**config.mk**
```make
export PLATFORM = sky130hd
export DESIGN_NAME = clkgen_prog_flat
export DESIGN_NICKNAME = d
export VERILOG_FILES = /design/src/rtl/clkgen_prog_if.sv /design/src/rtl/clkgen_prog.sv /design/src/flat_wrapper.sv
export SDC_FILE = /design/constraint.sdc
export NUM_CORES = 1
export LEC_CHECK = 0
export ABC_AREA = 1
export CELL_PAD_IN_SITES_DETAIL_PLACEMENT = 1
export CELL_PAD_IN_SITES_GLOBAL_PLACEMENT = 1
export CORE_UTILIZATION = 42
export CTS_CLUSTER_DIAMETER = 60
export DETAILED_ROUTE_END_ITERATION = 16
export PLACE_DENSITY = 0.92
export SLEW_MARGIN = 15
export SYNTH_ARGS = -nofsm -noshare
export SYNTH_HDL_FRONTEND = slang
export SYNTH_SLANG_ARGS = --single-unit
export TNS_END_PERCENT = 10
```
**constraint.sdc**
```tcl
create_clock -name CLK -period 2.8 [get_ports CLK]
set_input_delay 0.84 -clock CLK [delete_from_list [all_inputs] [get_ports CLK]]
set_output_delay 0.84 -clock CLK [all_outputs]
set_load 0.03 [all_outputs]
```
**src/rtl/clkgen_prog_if.sv**
```systemverilog
// Request channel into the DCM_CLKGEN runtime frequency controller.
//   REQ_VALID : request present (held by the requester until accepted)
//   REQ_READY : controller accepts a request this cycle
//   REQ_CH    : target DCM/PLL channel
//   REQ_M1    : multiplier M minus 1
//   REQ_D1    : divider D minus 1
// master = host-command logic, slave = clkgen_prog.
interface clkgen_prog_if #(
  parameter int CH_W = 1
);
  logic            REQ_VALID;
  logic            REQ_READY;
  logic [CH_W-1:0] REQ_CH;
  logic [7:0]      REQ_M1;
  logic [7:0]      REQ_D1;

  modport master (output REQ_VALID, REQ_CH, REQ_M1, REQ_D1, input REQ_READY);
  modport slave  (input REQ_VALID, REQ_CH, REQ_M1, REQ_D1, output REQ_READY);
endinterface

```
**src/rtl/clkgen_prog.sv**
```systemverilog
// Runtime frequency controller for N_CHANNELS DCM_CLKGEN + PLL_BASE chains.
// Brings every chain up after reset (wait LOCKED, hold PLL reset), then
// serves M/D requests one channel at a time: shifts the D and M words into
// the DCM over PROGEN/PROGDATA, issues GO, waits PROGDONE and LOCKED and
// sequences the PLL reset before reporting the channel ready.
// Ports:
//   CLK, RESET_N   : block clock (also every DCM's PROGCLK), sync active-low reset
//   req            : request channel (clkgen_prog_if.slave)
//   PROGEN/PROGDATA: per-channel DCM serial programming port
//   PROGDONE/LOCKED: per-channel DCM status, asynchronous
//   PLL_RST        : per-channel PLL_BASE reset
//   CH_READY       : channel programmed, locked and out of reset
//   CH_FAIL        : last operation on the channel timed out (sticky)
//   ERR            : one-cycle pulse on a rejected request or a timeout
module clkgen_prog #(
  parameter int N_CHANNELS     = 2,
  parameter int CH_W           = 1,
  parameter int TIMEOUT        = 65535,
  parameter int PLL_RST_CYCLES = 16
) (
  input  logic                  CLK,
  input  logic                  RESET_N,
  clkgen_prog_if.slave          req,
  output logic [N_CHANNELS-1:0] PROGEN,
  output logic [N_CHANNELS-1:0] PROGDATA,
  input  logic [N_CHANNELS-1:0] PROGDONE,
  input  logic [N_CHANNELS-1:0] LOCKED,
  output logic [N_CHANNELS-1:0] PLL_RST,
  output logic [N_CHANNELS-1:0] CH_READY,
  output logic [N_CHANNELS-1:0] CH_FAIL,
  output logic                  ERR
);

  localparam int TW = $clog2(TIMEOUT + 1);
  localparam int HW = $clog2(PLL_RST_CYCLES + 1);
  localparam logic [TW-1:0]   TMO_LAST  = TW'(TIMEOUT - 1);
  localparam logic [HW-1:0]   HOLD_LAST = HW'(PLL_RST_CYCLES - 1);
  localparam logic [CH_W-1:0] LAST_CH   = CH_W'(N_CHANNELS - 1);

  typedef enum logic [3:0] {
    S_INIT, S_IDLE, S_SHIFT_D, S_GAP1, S_SHIFT_M, S_GAP2,
    S_GO, S_WAIT_DONE, S_WAIT_LOCK, S_PLL_HOLD
  } state_t;

  state_t                  state;
  logic [CH_W-1:0]         cur;
  logic [7:0]              m1_q, d1_q;
  logic [3:0]              bit_cnt;
  logic [TW-1:0]           tmo;
  logic [HW-1:0]           hold_cnt;
  logic                    init_mode;   // PLL_HOLD/lock loss belong to the power-up scan
  logic                    rdy_q;
  logic [N_CHANNELS-1:0]   relock_pend; // channel lost lock while ready, waits for relock
  logic [N_CHANNELS-1:0]   done_m, done_s, lock_m, lock_s;

  logic                    relock_hit;
  logic [CH_W-1:0]         relock_ch;

  assign req.REQ_READY = rdy_q;

  // DCM command word: two header bits then the 8-bit payload, LSB first.
  // Header is 1,0 for D and 1,1 for M.
  function automatic logic shift_bit(input logic hdr1, input logic [7:0] w,
                                     input logic [3:0] idx);
    logic [2:0] k;
    k = 3'(idx - 4'd2);
    case (idx)
      4'd0:    shift_bit = 1'b1;
      4'd1:    shift_bit = hdr1;
      default: shift_bit = w[k];
    endcase
  endfunction

  // Lowest-numbered channel that is waiting to relock and has LOCKED back.
  always_comb begin
    relock_hit = 1'b0;
    relock_ch  = '0;
    for (int i = N_CHANNELS - 1; i >= 0; i--) begin
      if (relock_pend[i] && lock_s[i]) begin
        relock_hit = 1'b1;
        relock_ch  = CH_W'(i);
      end
    end
  end

  always_ff @(posedge CLK) begin
    if (!RESET_N) begin
      state       <= S_INIT;
      cur         <= '0;
      m1_q        <= '0;
      d1_q        <= '0;
      bit_cnt     <= '0;
      tmo         <= '0;
      hold_cnt    <= '0;
      init_mode   <= 1'b1;
      rdy_q       <= 1'b0;
      relock_pend <= '0;
      done_m      <= '0;
      done_s      <= '0;
      lock_m      <= '0;
      lock_s      <= '0;
      PROGEN      <= '0;
      PROGDATA    <= '0;
      PLL_RST     <= '1;
      CH_READY    <= '0;
      CH_FAIL     <= '0;
      ERR         <= 1'b0;
    end else begin
      done_m   <= PROGDONE;
      done_s   <= done_m;
      lock_m   <= LOCKED;
      lock_s   <= lock_m;
      PROGEN   <= '0;
      PROGDATA <= '0;
      ERR      <= 1'b0;

      case (state)
        // Power-up scan: wait for each channel's LOCKED in turn.
        S_INIT: begin
          if (lock_s[cur]) begin
            hold_cnt <= '0;
            state    <= S_PLL_HOLD;
          end else if (tmo == TMO_LAST) begin
            CH_FAIL[cur] <= 1'b1;
            ERR          <= 1'b1;
            tmo          <= '0;
            if (cur == LAST_CH) begin
              init_mode <= 1'b0;
              rdy_q     <= 1'b1;
              state     <= S_IDLE;
            end else begin
              cur <= cur + 1'b1;
            end
          end else begin
            tmo <= tmo + 1'b1;
          end
        end

        S_IDLE: begin
          // A ready channel that loses lock goes back into PLL reset and is
          // re-held once LOCKED returns.
          for (int i = 0; i < N_CHANNELS; i++) begin
            if (CH_READY[i] && !lock_s[i]) begin
              CH_READY[i]    <= 1'b0;
              PLL_RST[i]     <= 1'b1;
              relock_pend[i] <= 1'b1;
            end
          end
          if (req.REQ_VALID) begin
            if (req.REQ_M1 == 8'd0 || 32'(req.REQ_CH) >= N_CHANNELS) begin
              ERR <= 1'b1;
            end else begin
              cur     <= req.REQ_CH;
              m1_q    <= req.REQ_M1;
              d1_q    <= req.REQ_D1;
              bit_cnt <= '0;
              rdy_q   <= 1'b0;
              state   <= S_SHIFT_D;
            end
          end else if (relock_hit) begin
            cur                    <= relock_ch;
            relock_pend[relock_ch] <= 1'b0;
            hold_cnt               <= '0;
            rdy_q                  <= 1'b0;
            state                  <= S_PLL_HOLD;
          end
        end

        S_SHIFT_D: begin
          PROGEN[cur]   <= 1'b1;
          PROGDATA[cur] <= shift_bit(1'b0, d1_q, bit_cnt);
          if (bit_cnt == 4'd0) begin
            PLL_RST[cur]     <= 1'b1;
            CH_READY[cur]    <= 1'b0;
            CH_FAIL[cur]     <= 1'b0;
            relock_pend[cur] <= 1'b0;
          end
          if (bit_cnt == 4'd9) begin
            bit_cnt <= '0;
            state   <= S_GAP1;
          end else begin
            bit_cnt <= bit_cnt + 1'b1;
          end
        end

        S_GAP1: begin
          if (bit_cnt == 4'd1) begin
            bit_cnt <= '0;
            state   <= S_SHIFT_M;
          end else begin
            bit_cnt <= bit_cnt + 1'b1;
          end
        end

        S_SHIFT_M: begin
          PROGEN[cur]   <= 1'b1;
          PROGDATA[cur] <= shift_bit(1'b1, m1_q, bit_cnt);
          if (bit_cnt == 4'd9) begin
            bit_cnt <= '0;
            state   <= S_GAP2;
          end else begin
            bit_cnt <= bit_cnt + 1'b1;
          end
        end

        S_GAP2: begin
          if (bit_cnt == 4'd1) begin
            bit_cnt <= '0;
            state   <= S_GO;
          end else begin
            bit_cnt <= bit_cnt + 1'b1;
          end
        end

        // GO is a single PROGEN pulse with PROGDATA low.
        S_GO: begin
          PROGEN[cur] <= 1'b1;
          tmo         <= '0;
          state       <= S_WAIT_DONE;
        end

        // A PROGDONE already high on entry counts.
        S_WAIT_DONE: begin
          if (done_s[cur]) begin
            tmo   <= '0;
            state <= S_WAIT_LOCK;
          end else if (tmo == TMO_LAST) begin
            CH_FAIL[cur] <= 1'b1;
            ERR          <= 1'b1;
            rdy_q        <= 1'b1;
            state        <= S_IDLE;
          end else begin
            tmo <= tmo + 1'b1;
          end
        end

        S_WAIT_LOCK: begin
          if (lock_s[cur]) begin
            hold_cnt <= '0;
            state    <= S_PLL_HOLD;
          end else if (tmo == TMO_LAST) begin
            CH_FAIL[cur] <= 1'b1;
            ERR          <= 1'b1;
            rdy_q        <= 1'b1;
            state        <= S_IDLE;
          end else begin
            tmo <= tmo + 1'b1;
          end
        end

        // PLL_RST stays high for PLL_RST_CYCLES of continuous lock; a lock
        // drop sends us back to waiting with a fresh timeout.
        S_PLL_HOLD: begin
          if (!lock_s[cur]) begin
            tmo   <= '0;
            state <= init_mode ? S_INIT : S_WAIT_LOCK;
          end else if (hold_cnt == HOLD_LAST) begin
            PLL_RST[cur]  <= 1'b0;
            CH_READY[cur] <= 1'b1;
            if (init_mode && cur != LAST_CH) begin
              cur   <= cur + 1'b1;
              tmo   <= '0;
              state <= S_INIT;
            end else begin
              init_mode <= 1'b0;
              rdy_q     <= 1'b1;
              state     <= S_IDLE;
            end
          end else begin
            hold_cnt <= hold_cnt + 1'b1;
          end
        end

        default: state <= S_INIT;
      endcase
    end
  end

endmodule

```
**src/flat_wrapper.sv**
```systemverilog
// flat-port wrapper written by rule: the top's interface ports become plain ports
module clkgen_prog_flat 
#(
  parameter int N_CHANNELS     = 2,
  parameter int CH_W           = 1,
  parameter int TIMEOUT        = 65535,
  parameter int PLL_RST_CYCLES = 16
)
  (CLK, RESET_N, PROGEN, PROGDATA, PROGDONE, LOCKED, PLL_RST, CH_READY, CH_FAIL, ERR, req_REQ_VALID, req_REQ_CH, req_REQ_M1, req_REQ_D1, req_REQ_READY);
  clkgen_prog_if #(.CH_W(CH_W)) req_i ();
  input  logic CLK;
  input  logic RESET_N;
  output logic [N_CHANNELS-1:0] PROGEN;
  output logic [N_CHANNELS-1:0] PROGDATA;
  input  logic [N_CHANNELS-1:0] PROGDONE;
  input  logic [N_CHANNELS-1:0] LOCKED;
  output logic [N_CHANNELS-1:0] PLL_RST;
  output logic [N_CHANNELS-1:0] CH_READY;
  output logic [N_CHANNELS-1:0] CH_FAIL;
  output logic ERR;
  input wire logic [$bits(req_i.REQ_VALID)-1:0] req_REQ_VALID;
  input wire logic [$bits(req_i.REQ_CH)-1:0] req_REQ_CH;
  input wire logic [$bits(req_i.REQ_M1)-1:0] req_REQ_M1;
  input wire logic [$bits(req_i.REQ_D1)-1:0] req_REQ_D1;
  output wire logic [$bits(req_i.REQ_READY)-1:0] req_REQ_READY;
  assign req_i.REQ_VALID = req_REQ_VALID;
  assign req_i.REQ_CH = req_REQ_CH;
  assign req_i.REQ_M1 = req_REQ_M1;
  assign req_i.REQ_D1 = req_REQ_D1;
  assign req_REQ_READY = req_i.REQ_READY;
  clkgen_prog #(.N_CHANNELS(N_CHANNELS), .CH_W(CH_W), .TIMEOUT(TIMEOUT), .PLL_RST_CYCLES(PLL_RST_CYCLES)) u_core (.CLK(CLK), .RESET_N(RESET_N), .req(req_i), .PROGEN(PROGEN), .PROGDATA(PROGDATA), .PROGDONE(PROGDONE), .LOCKED(LOCKED), .PLL_RST(PLL_RST), .CH_READY(CH_READY), .CH_FAIL(CH_FAIL), .ERR(ERR));
endmodule
```
==> Word-level counts from Yosys, hierarchy flattened <==
Cells that the tools add are included.
{ "word_totals": {"in_bits": 24, "output_inout_bits": 12, "regBits": 69} }
{ "classes": {"n_bitwise": 14, "n_reduce_logical": 39, "muxes": 123, "n_eq_ne": 42, "addsub": 5, "order_cmp": 5} }
{ "op_table": {"columns": ["cell", "count"], "rows": [
  ["2-to-1 mux 16 bit", 8],
  ["2-to-1 mux 4 bit", 20],
  ["case mux 16 bit (5 select lines)", 1],
  ["2-to-1 mux 1 bit", 59],
  ["case mux 4 bit (10 select lines)", 1],
  ["inequality test 2 x 1 -> 1 bit (second input constant)", 14],
  ["2-to-1 mux 2 bit", 13],
  ["2-to-1 mux 5 bit", 5],
  ["inequality test 2 bit (second input constant)", 9],
  ["case mux 2 bit (3 select lines)", 3],
  ["adder 16 x 1 -> 16 bit (second input constant)", 1],
  ["== test 16 bit (second input constant)", 1],
  ["== test 4 x 3 -> 1 bit (second input constant)", 4],
  ["case mux 5 bit (3 select lines)", 1],
  ["AND reduction 5 bit", 3],
  ["nonzero test 3 bit", 5],
  ["AND 2 bit", 7],
  ["== test 4 bit (second input constant)", 3],
  ["case mux 4 bit (3 select lines)", 1],
  ["AND reduction 11 bit", 1],
  ["nonzero test 5 bit", 2],
  ["inequality test 3 bit (second input constant)", 3],
  ["AND reduction 9 bit", 1],
  ["== test 4 x 1 -> 1 bit (second input constant)", 2],
  ["33 further kinds", 60]
]} }

==> Logic depth before layout (Yosys ltp) <==
{ "logic_depth": {"depth_word": 12, "mapped_depth": 14, "ltp_nobuf": 13} }

==> Least setup slack after synthesis <==
Ideal clock, no wire load.
{ "synth_path": {"path_kind": "register -> register", "from": "register u_core.hold_cnt[0]", "to": "register u_core.tmo[11]", "setup_ns": 0.110, "slack_ns": 0.888, "n_path_buf": 0, "stages_incl_launch_ff": 13, "arrival_time_ns": 1.801, "cell_sequence": "dfxtp_1 -> ha_1 -> inv_1 -> nor3_1 -> ha_1 -> inv_1 -> o211ai_2 -> inv_1 -> nor2_2 -> nand2_1 -> nand2_1 -> and2_0 -> nor2_1"} }
{ "synth_via": {"elab_chain_cells": 3} }
{ "synth_rtl": {"columns": ["element", "line_no", "source"], "rows": [
  ["start, declared", "clkgen_prog.sv:50", "logic [HW-1:0] hold_cnt;"],
  ["start signal, assigned", "clkgen_prog.sv:270", "hold_cnt <= hold_cnt + 1'b1;"],
  ["== test 5 x 4 -> 1 bit", "clkgen_prog.sv:257", "end else if (hold_cnt == HOLD_LAST) begin"],
  ["inequality test 3 bit (no line)", null, null],
  ["AND reduction 5 bit (no line)", null, null],
  ["end signal, assigned", "clkgen_prog.sv:135", "tmo <= tmo + 1'b1;"],
  ["end signal, assigned", "clkgen_prog.sv:233", "tmo <= tmo + 1'b1;"],
  ["end signal, assigned", "clkgen_prog.sv:247", "tmo <= tmo + 1'b1;"],
  ["end, declared", "clkgen_prog.sv:49", "logic [TW-1:0] tmo;"]
]} }
No other way between the ends.
A chain may end at the register's enable or synchronous reset.

==> Final worst setup path <==
{ "layout_path": {"from": "register u_core.hold_cnt[0]", "to": "register u_core.tmo[7]"} }
Same word-level chain as after synthesis.

==> results.sh <==
export IMPL_global_route_overflow_total=0
export IMPL_nFillCells=1295
export IMPL_ctsResizeCount=0
export IMPL_critical_path_reg2reg_startpoint="u_core.hold_cnt[0]$_SDFFE_PN0P_"
export IMPL_min_delay_src="u_core.lock_m[0]$_SDFF_PN0_"
export IMPL_reg2reg_to="u_core.tmo[7]$_SDFFE_PN0P_"
export IMPL_synth_top_area_share_pct=33.8
export IMPL_floorplan_die_area_um2=10100
export IMPL_synth_most_common_cell="sky130_fd_sc_hd__nand2_1"
export IMPL_grt_start_max_net_pins=30
export IMPL_worstSetupPathType="flop to flop"
export IMPL_setup_reg_to_reg_worst_slack_ns=0.30
export IMPL_first_pass_iters=4
export IMPL_timing_hold_violations_final=0
export IMPL_rows=35
export IMPL_area_delta_synth_final_pct=16.8
export IMPL_wl_cell_um=15.6
export IMPL_place_detailed_instances=825
export IMPL_die_h_um=101
export IMPL_slew_limit_headroom_pct=59.5
export IMPL_cts_inserted_buffers=9
export IMPL_post_route_cells_drive_above_1_share_pct=6.60
export IMPL_yosysUniqueCellTypes=38
export IMPL_grt_antenna_before_repair=0
export IMPL_wl_um=13100
export IMPL_start_util_pct=43.8
export IMPL_crit_slowest_cell="sky130_fd_sc_hd__dfxtp_1"
export IMPL_crit_top_cell="sky130_fd_sc_hd__inv_1"
export IMPL_ctsHoldBuffers=0
export IMPL_postSynthAreaPerCell_um2=6.09
export IMPL_syn_num_nets=703
export IMPL_synthesis_instances=671
export IMPL_cts_clk_slew_worst_paths_ns=0.08
export IMPL_yosys_register_bits=69
export IMPL_min_path_type="flop to flop"
export IMPL_setup_repair_bufs_after_cts=0
export IMPL_timing_final_crit_period_ns=2.50
export IMPL_cell_taking_the_most_area_after_synthesis="sky130_fd_sc_hd__dfxtp_1"
export IMPL_cts_tree="built"
export IMPL_final_min_period_over_clock_period_pct=89.2
export IMPL_worst_path_max_fanout=7
export IMPL_worst_slew_pin_transition_ns=0.605
export IMPL_outcome="finished clean"
export IMPL_grt_pass1_vias=4826
export IMPL_coreArea_um2=9330
export IMPL_antenna_cells=0
export IMPL_syn_area_um2=4090
export IMPL_cp_start_kind="flop"
export IMPL_synth_top_cells_by_area="sky130_fd_sc_hd__dfxtp_1 (34%), sky130_fd_sc_hd__nand2_1 (16%), sky130_fd_sc_hd__nor2_1 (13%), sky130_fd_sc_hd__inv_1 (7.2%), sky130_fd_sc_hd__nand3_1 (5.0%)"
export IMPL_critical_path_depth=13
export IMPL_drtAntennaViolNets=0
export IMPL_critical_path_max_stage_delay_ns=0.38
export IMPL_finalInstanceArea_um2=4770
export IMPL_grt_total_usage_pct=27.9
export IMPL_drt_drc_violations_left=0
export IMPL_cts_root_buffer_cell="sky130_fd_sc_hd__clkbuf_8"
export IMPL_buffer_ports_inserted=35
export IMPL_ys_warnings_count=0
export IMPL_finalNonFillerCells=841
export IMPL_post_dr_vias_cell=5.28
export IMPL_postSynth_asyncResetShare_pct=0
export IMPL_path_buf_inv=4
export IMPL_kind_of_end_point_of_the_critical_path="flop"
export IMPL_clkSinkCount=69
export IMPL_via_count=4439
export IMPL_clk_path_buf_depth=2
export IMPL_final_count_of_pins_violating_max_slew=0
export IMPL_clock_insertion_delay_at_the_later_pin_of_the_skew_report_ns=0.37
export IMPL_clock_skew_final_ns=0.0156
export IMPL_gp_congestion=0.893
export IMPL_detail_route_iter0_violations=104
export IMPL_ioPinCount=36
export IMPL_synthFlopType="sky130_fd_sc_hd__dfxtp_1"
export IMPL_rr_worst_depth=13
export IMPL_cellPowerDensity_nw_per_um2=738
export IMPL_setup_tns_final_ns=0
export IMPL_synth_common_cells="sky130_fd_sc_hd__nand2_1 (177), sky130_fd_sc_hd__nor2_1 (137), sky130_fd_sc_hd__inv_1 (78)"
export IMPL_timing_critical_path_cells="ha_1 -> inv_1 -> nor3_1 -> ha_1 -> inv_1 -> o211ai_2 -> inv_1 -> nor2_2 -> nand2_1 -> inv_2 -> nor2_2 -> nand2_1 -> nor2_1"
export IMPL_post_dp_hpwl_um=9680
export IMPL_timing_critical_path_to="u_core.tmo[7]$_SDFFE_PN0P_"
export IMPL_grt_first_pass_wirelength_um=22100
export IMPL_h_tree_level_count=3
export IMPL_max_clock_freq_mhz=401
export IMPL_crit_path_start="u_core.hold_cnt[0]$_SDFFE_PN0P_"
export IMPL_setup_repair_after_global_routing_missed_its_margin="no"
export IMPL_detailed_place_area_um2=4570
export IMPL_finalSetupViolations=0
export IMPL_worst_case_vdd_ir_drop_mv=0.437
export IMPL_nNetsFinal=739
export IMPL_critical_path_required_ns=3.06
export IMPL_power_leakage_nw=2.20
export IMPL_crit_path_leading_delay_family="simple AND/OR/NAND/NOR gates"
export IMPL_cp_arrival_ns=2.76
export IMPL_synth_edff_count=0
export IMPL_ys_seq_area_share_pct=33.8
export IMPL_drv_cap=0
export IMPL_chipWidth_um=101
cell type report:
type / instances / area (um^2) / area share [%]
Clock buffer: 10 / 128 / 2.67
Tap cell: 129 / 161 / 3.38
Clock inverter: 6 / 71.3 / 1.49
Sequential cell: 69 / 1380 / 28.9
Inverter: 88 / 330 / 6.92
Multi-Input combinational cell: 498 / 2290 / 48.0
Timing Repair Buffer: 41 / 408 / 8.55
per-stage QoR:
step	util [%]	setup slack, ns	power, mW	hold WS, ns
after floorplan	-	0.888	2.23	0.390
after global placement	49.0	0.234	2.59	0.394
after detailed placement	49.0	0.0522	2.65	0.405
after CTS	51.2	0.315	3.54	0.426
after global routing	51.2	0.133	3.77	0.441
final	51.2	0.303	3.52	0.420
how the worst min path moves through the flow:
| stage | depth (start not counted) | end |
|---|---|---|
| after global routing | 2 | u_core.done_s[1]$_SDFF_PN0_ |
| after floorplan | 2 | u_core.done_s[0]$_SDFF_PN0_ |
| final | 2 | u_core.lock_s[0]$_SDFF_PN0_ |
| after global placement | 2 | u_core.lock_s[0]$_SDFF_PN0_ |
| after detailed placement | 2 | u_core.lock_s[0]$_SDFF_PN0_ |
| after CTS | 2 | u_core.lock_s[0]$_SDFF_PN0_ |
report_power, final:
group | internal (mW) | total, mW | switching (mW)
registers | 1.13 | 1.24 | 0.118
clock network | 0.418 | 0.859 | 0.442
logic | 0.463 | 1.42 | 0.957
worst min-delay path, stage by stage, from the launching register on:
cell	delay (ns)
sky130_fd_sc_hd__dfxtp_1	0.31
sky130_fd_sc_hd__nand2_1	0.04
sky130_fd_sc_hd__inv_1	0.04
metal layers:
layer	vias up	wire [um]	GRT usage (%)
li1	2188	-	-
met1	2124	5530	29.6
met2	91	6700	52.6
met3	36	445	5.83
met4	0	418	13.0
met5	-	0	0
registers in the layout, summed over array words and instances, names as in the netlist, named ones only:
name                  cells
u_core.tmo               16
u_core.d1_q               8
u_core.m1_q               8
u_core.hold_cnt           5
u_core.bit_cnt            4
u_core.state              4
u_core.CH_READY           2
u_core.PLL_RST            2
u_core.PROGDATA           2
u_core.PROGEN             2
u_core.done_m             2
u_core.done_s             2
u_core.lock_m             2
u_core.lock_s             2
u_core.relock_pend        2
u_core.ERR                1
u_core.cur                1
u_core.init_mode          1
u_core.req.REQ_READY      1
cells in the final DEF (no fill, tap or decap), drive strengths merged, types with 5 or more instances in the layout:
cell / netlist / final
ha: 8 / 8
nand4: 9 / 9
nor3: 11 / 11
clkbuf: 8 / 10
clkdlybuf4s50: 0 / 35
inv: 85 / 86
clkinv: 3 / 5
nor2: 147 / 147
nand2: 181 / 181
o21ai: 45 / 45
nand3: 43 / 43
dfxtp: 69 / 69
o211ai: 5 / 5
buf: 8 / 6
a21oi: 33 / 33
kinds of logic (layout without fill, tap and decap cells):
| family | Yosys count | after routing | synth area share, % |
|---|---|---|---|
| AO/OA/AOI/OAI | 90 | 90 | 11.9 |
| XOR/XNOR | 3 | 3 | 0.643 |
| adder cells (fa/ha/maj) | 8 | 8 | 2.45 |
| buffers and inverters | 104 | 145 | 10.0 |
| flip-flops | 69 | 69 | 33.8 |
| AND/OR/NAND/NOR | 397 | 397 | 41.2 |
(Power assumes the default switching activity.)
